`config.mk`:
```
export PLATFORM = sky130hd
export DESIGN_NAME = stage_mem
export DESIGN_NICKNAME = d
export VERILOG_FILES = /design/src/rtl/stage_mem.sv
export SDC_FILE = /design/constraint.sdc
export NUM_CORES = 1
export LEC_CHECK = 0
export BUFFER_PORTS_ARGS = -buffer_cell sky130_fd_sc_hd__buf_4
export CORE_MARGIN = 3
export CORE_UTILIZATION = 38
export DETAILED_ROUTE_END_ITERATION = 8
export PLACE_DENSITY = 0.66
export SYNTH_ARGS = -nofsm -noshare
export SYNTH_HDL_FRONTEND = slang
export SYNTH_SLANG_ARGS = --single-unit
```
`constraint.sdc`:
```
create_clock -name clk -period 4.23 [get_ports clk]
set_clock_uncertainty 0.05 [all_clocks]
set_input_delay 0.423 -clock clk [delete_from_list [all_inputs] [get_ports clk]]
set_output_delay 0.423 -clock clk [all_outputs]
set_load 0.01 [all_outputs]
```
`src/rtl/stage_mem.sv`:
```
// MEM stage and MEM/WB pipeline register: data-memory req/ack handshake with pipeline stall.
// Optional access timeout enabled by defining DMEM_TIMEOUT_EN.
module stage_mem #(
    parameter int unsigned TIMEOUT_CYCLES = 16
) (
    input  logic        clk,
    input  logic        rst_n,
    input  logic        valid_mem_i,
    input  logic        flush_mem_i,
    input  logic        mem_read_mem_i,
    input  logic        mem_write_mem_i,
    input  logic        reg_write_mem_i,
    input  logic [1:0]  result_src_mem_i,
    input  logic [4:0]  rd_mem_i,
    input  logic [31:0] alu_result_mem_i,
    input  logic [31:0] write_data_mem_i,
    input  logic [31:0] pc_mem_i,
    output logic        dmem_req_o,
    output logic        dmem_we_o,
    output logic [31:0] dmem_addr_o,
    output logic [31:0] dmem_wdata_o,
    input  logic        dmem_ack_i,
    input  logic [31:0] dmem_rdata_i,
    output logic        stall_mem_o,
    output logic        reg_write_wb_o,
    output logic [1:0]  result_src_wb_o,
    output logic [4:0]  rd_wb_o,
    output logic [31:0] alu_result_wb_o,
    output logic [31:0] read_data_mem_o,
    output logic [31:0] pc_wb_o,
    output logic        bus_err_wb_o
);

    typedef enum logic [0:0] {StIdle, StBusy} state_e;

    state_e      state_q, state_d;
    logic        flushed_q, flushed_d;
    logic        reg_write_q, reg_write_d;
    logic [1:0]  result_src_q, result_src_d;
    logic [4:0]  rd_q, rd_d;
    logic [31:0] alu_result_q, alu_result_d;
    logic [31:0] read_data_q, read_data_d;
    logic [31:0] pc_q, pc_d;
    logic        bus_err_q, bus_err_d;

    logic mem_op;
    logic req;
    logic stall;
    logic timeout;

`ifdef DMEM_TIMEOUT_EN
    localparam int unsigned CntW = $clog2(TIMEOUT_CYCLES + 1);
    logic [CntW-1:0] cnt_q, cnt_d;

    // Counts BUSY cycles already spent with req held; the cycle after the last one is forced done.
    assign timeout = (state_q == StBusy) && (cnt_q == CntW'(TIMEOUT_CYCLES));

    always_comb begin
        cnt_d = '0;
        if (state_q == StBusy && stall) begin
            cnt_d = cnt_q + 1'b1;
        end
    end

    always_ff @(posedge clk or negedge rst_n) begin
        if (!rst_n) begin
            cnt_q <= '0;
        end else begin
            cnt_q <= cnt_d;
        end
    end
`else
    logic unused_timeout_cycles;
    assign unused_timeout_cycles = (TIMEOUT_CYCLES != 0);
    assign timeout               = 1'b0;
`endif

    assign mem_op = valid_mem_i & (mem_read_mem_i | mem_write_mem_i);

    // Reset gates req combinationally so an outstanding access drops the moment reset asserts.
    assign req   = rst_n & ~timeout & ((state_q == StBusy) | (mem_op & ~flush_mem_i));
    assign stall = req & ~dmem_ack_i;

    always_comb begin
        state_d      = stall ? StBusy : StIdle;
        flushed_d    = 1'b0;
        reg_write_d  = 1'b0;
        bus_err_d    = 1'b0;
        result_src_d = result_src_q;
        rd_d         = rd_q;
        alu_result_d = alu_result_q;
        read_data_d  = read_data_q;
        pc_d         = pc_q;
        if (stall) begin
            // A flush seen while waiting cannot abort the access; remember it for the completion.
            flushed_d = flushed_q | ((state_q == StBusy) & flush_mem_i);
        end else begin
            reg_write_d  = reg_write_mem_i & valid_mem_i & ~flush_mem_i & ~flushed_q & ~timeout;
            bus_err_d    = timeout;
            result_src_d = result_src_mem_i;
            rd_d         = rd_mem_i;
            alu_result_d = alu_result_mem_i;
            pc_d         = pc_mem_i;
            read_data_d  = (req & dmem_ack_i & ~mem_write_mem_i) ? dmem_rdata_i : 32'h0;
        end
    end

    always_ff @(posedge clk or negedge rst_n) begin
        if (!rst_n) begin
            state_q      <= StIdle;
            flushed_q    <= 1'b0;
            reg_write_q  <= 1'b0;
            result_src_q <= 2'b00;
            rd_q         <= 5'd0;
            alu_result_q <= 32'h0;
            read_data_q  <= 32'h0;
            pc_q         <= 32'h0;
            bus_err_q    <= 1'b0;
        end else begin
            state_q      <= state_d;
            flushed_q    <= flushed_d;
            reg_write_q  <= reg_write_d;
            result_src_q <= result_src_d;
            rd_q         <= rd_d;
            alu_result_q <= alu_result_d;
            read_data_q  <= read_data_d;
            pc_q         <= pc_d;
            bus_err_q    <= bus_err_d;
        end
    end

    assign dmem_req_o      = req;
    assign dmem_we_o       = mem_write_mem_i;
    assign dmem_addr_o     = alu_result_mem_i;
    assign dmem_wdata_o    = write_data_mem_i;
    assign stall_mem_o     = stall;
    assign reg_write_wb_o  = reg_write_q;
    assign result_src_wb_o = result_src_q;
    assign rd_wb_o         = rd_q;
    assign alu_result_wb_o = alu_result_q;
    assign read_data_mem_o = read_data_q;
    assign pc_wb_o         = pc_q;
    assign bus_err_wb_o    = bus_err_q;

endmodule
```
==> metrics.md <==
| Metric | Value |
|---|---|
| Worst-path clk slew | 0.07 ns |
| Worst slack, placed | 1.82 ns |
| Reg2Reg Depth | 3 |
| Antenna violations before repair | 0 |
| Max Fclk | 369 MHz |
| Crit-path most repeated cell | buf_4 |
| Largest area contributor in the netlist | dfrtp_1 |
| Width of the die | around 130 µm |
| Worst hold slack | 0.278 ns |
| Ports | 315 |
| Final setup viols | 0 |
| Worst R2R Setup Slack | between 2 and 2.5 ns |
| Async set or reset register ratio after synthesis | 100% |
| Full die area | 0.0179 mm² |
| Maximum vdd drop | 0.000173 V |
| Chip height | 134 µm |
| Skew-Pair Late Insertion Delay | 0.35 ns |
| # H-tree levels | 3 |
| Area of the mapped netlist | 0.00619 mm² |
| Pleak | 3.40 nW |
| IO Port Bufs | about 250 |
| Worst Min Path Start | alu_result_mem_i[5] |
| Antenna cells | 0 |
| Share of layout cells above drive strength 1 | 36.9% |
| Via count | about 5500 |
| Yosys cell types | 23 |
| Final period utilization | around 64% |
| Clk buf depth | 2 |
| Total of fill cells in the finished design | 1550 |
| Arrival @ worst endpoint | 2.23 ns |
| Worst r2r dst | pc_wb_o[5] |
| First-pass DRT Iterations | 5 |
| Commonest cells in the netlist | 138 x o21ai_0, 106 x dfrtp_1, 103 x nor2b_1 |
| PD cells | about 320 mW/mm² |
| WL/cell | 17.6 µm |
| Post-synthesis register bit count | 106 |
| Setup TNS | 0 ns |
| CTS tree | built |
| Pin count of the biggest net entering global routing | 73 |
| Starting DRT DRC Count | 334 |
| Seq/Total Area, Yosys | 42.9% |
| Critical Path Source Type | primary input |
| Post-DP HPWL | 12300 µm |
| GRT Overall Usage | 20.8% |
| Tmin final | 2.71 ns |
| Gr ovfl total | 0 |
| Cts bufs inserted | 9 |
| Starting density of the core | 39.0% |
| Nets | 989 |
| Core region area | 0.0159 mm² |
| Slack of the critical path | 1.52 ns |
| Worst slew pin tran | 0.872 ns |
| Top-count cell post-synth | o21ai_0 |
| Worst min path class | primary input to flip-flop |
| CP Capture Type | output port |
| Min-Delay Path Depth | 3 |
| CP required | 3.76 ns |
| Final antenna-violating net count | 0 |
| Final Hold Viols | 0 |
| DRC viols | 0 |
| Clock Sinks | around 110 |
| Source of the worst register-to-register timing path | state_q |
| Worst stage delay on the critical path | roughly 0.57 ns |
| Main flop type after synthesis | dfrtp_1 |
| EDFF count, synth | 0 |
| Row cnt | 46 |
| Synth Net Count | roughly 850 |
| Dominant cells by area after synthesis | dfrtp_1 43%, o21ai_0 11%, nor2b_1 10% |
| Slowest CP cell | buf_4 |
| Unrepaired setup endpoints after global routing | false |
| Clock root cell | clkbuf_16 |
| Highest net fanout along the worst path | between 50 and 60 |
| First-pass GRT wire length | about 30000 µm |
| Post-Syn Instances | 706 |
| Max-slew violations | 0 |
| Min-Delay Endpoint | alu_result_wb_o[5] |
| Warnings, synthesis | 0 |
| Crit-path cells | dlygate4sd3_1 > buf_4 > buf_4 > nand2b_1 > nor2_1 > buf_4 |
| Outcome | finished, final reports clean |
| Synth Area per Inst | 8.77 µm² |
| Synth top area share | 42.9% |
| DR vias/cell | 5.19 |
| Synth-to-layout area growth | 28.5% |
| Routed WL | approximately 19000 µm |
| Relative slew slack | 41.7% |
| CP Class | primary input to output port |
| Max_cap viols | 0 |
| Vias in the first global route | around 5600 |
| Gp weighted congestion | around 0.75 |
==> metrics by stage <==
step                utilization, %  area [µm²]  std cells  power [W]
global placement              48.0        7630       1050    0.00170
floorplan                        -        6190        706    0.00145
detailed placement            48.0        7630       1050    0.00170
finish                        50.1        7950       1067    0.00257
CTS                           50.1        7950       1067    0.00259
global route                  50.1        7950       1067    0.00269
==> how the worst max path moves through the flow <==
stage	start	endpoint	slack, ns	cells after the start
global placement	dmem_ack_i	alu_result_wb_o[11]	1.86	5
global route	rst_n	stall_mem_o	1.30	6
finish	rst_n	stall_mem_o	1.52	6
detailed placement	dmem_ack_i	alu_result_wb_o[25]	1.82	5
CTS	rst_n	stall_mem_o	1.44	6
floorplan	flush_mem_i	stall_mem_o	2.32	7
==> placed cells by master, fill, tap and decap left out, drive strengths merged, types with 2 or more instances in the layout <==
| cell type | count |
|---|---|
| a21oi | 33 |
| and2b | 2 |
| buf | 263 |
| clkbuf | 11 |
| clkinv | 4 |
| dfrtp | 106 |
| nand2 | 71 |
| nand2b | 2 |
| nor2 | 3 |
| nor2b | 103 |
| nor3 | 33 |
| o211ai | 71 |
| o21ai | 142 |
==> where the power goes <==
| part | internal, W | switching, W |
|---|---|---|
| combinational | 0.000257 | 0.000298 |
| clock | 0.000495 | 0.000394 |
| sequential | 0.00108 | 0.0000428 |
| total | 0.00183 | 0.000735 |
==> sequential cells by signal, summed over array words and instances (netlist names) <==
| name | count |
|---|---|
| pc_wb_o | 32 |
| rd_wb_o | 5 |
| result_src_wb_o | 2 |
| alu_result_wb_o | 32 |
| flushed_q | 1 |
| reg_write_wb_o | 1 |
| read_data_mem_o | 32 |
| state_q | 1 |
==> routing by layer <==
metal	global-route usage (%)	up-vias	share of wire [%]
li1	-	2632	-
met1	28.8	2686	46
met2	32.5	185	47
met3	3.97	35	5.5
met4	7.54	0	2.3
met5	0	-	0
==> area by class of cell <==
| cell class | instances | area (µm²) | share of cell area, % |
|---|---|---|---|
| timing repair buffer | 264 | 1980 | 25.0 |
| tap | 216 | 270 | 3.40 |
| clock buffer | 11 | 253 | 3.18 |
| multi-input combinational | 464 | 2720 | 34.3 |
| inverter | 1 | 5.00 | 0.0629 |
| sequential | 106 | 2650 | 33.4 |
| clock inverter | 5 | 61.3 | 0.771 |
==> critical path: cells and delay by family <==
kind                   cells  cell delay [ns]
buffers and inverters      4             1.39
and+or+nand+nor            2             0.41
==> what timing repair did <==
item	CTS	global route
hold buffers	1	0
resized for setup	0	0
buffers inserted	0	0
hold endpoints to repair	1	0
==> kinds of logic (layout without fill, tap and decap cells) <==
group	count (synthesis)	after routing	synth area share, %
AO/OA/AOI/OAI	248	248	23.0
AND/OR/NAND/NOR	215	215	20.5
flip-flops	106	106	42.9
buffers and inverters	136	281	13.5
other	1	1	0.0606
No activity file was read; power rests on OpenSTA's default activity.
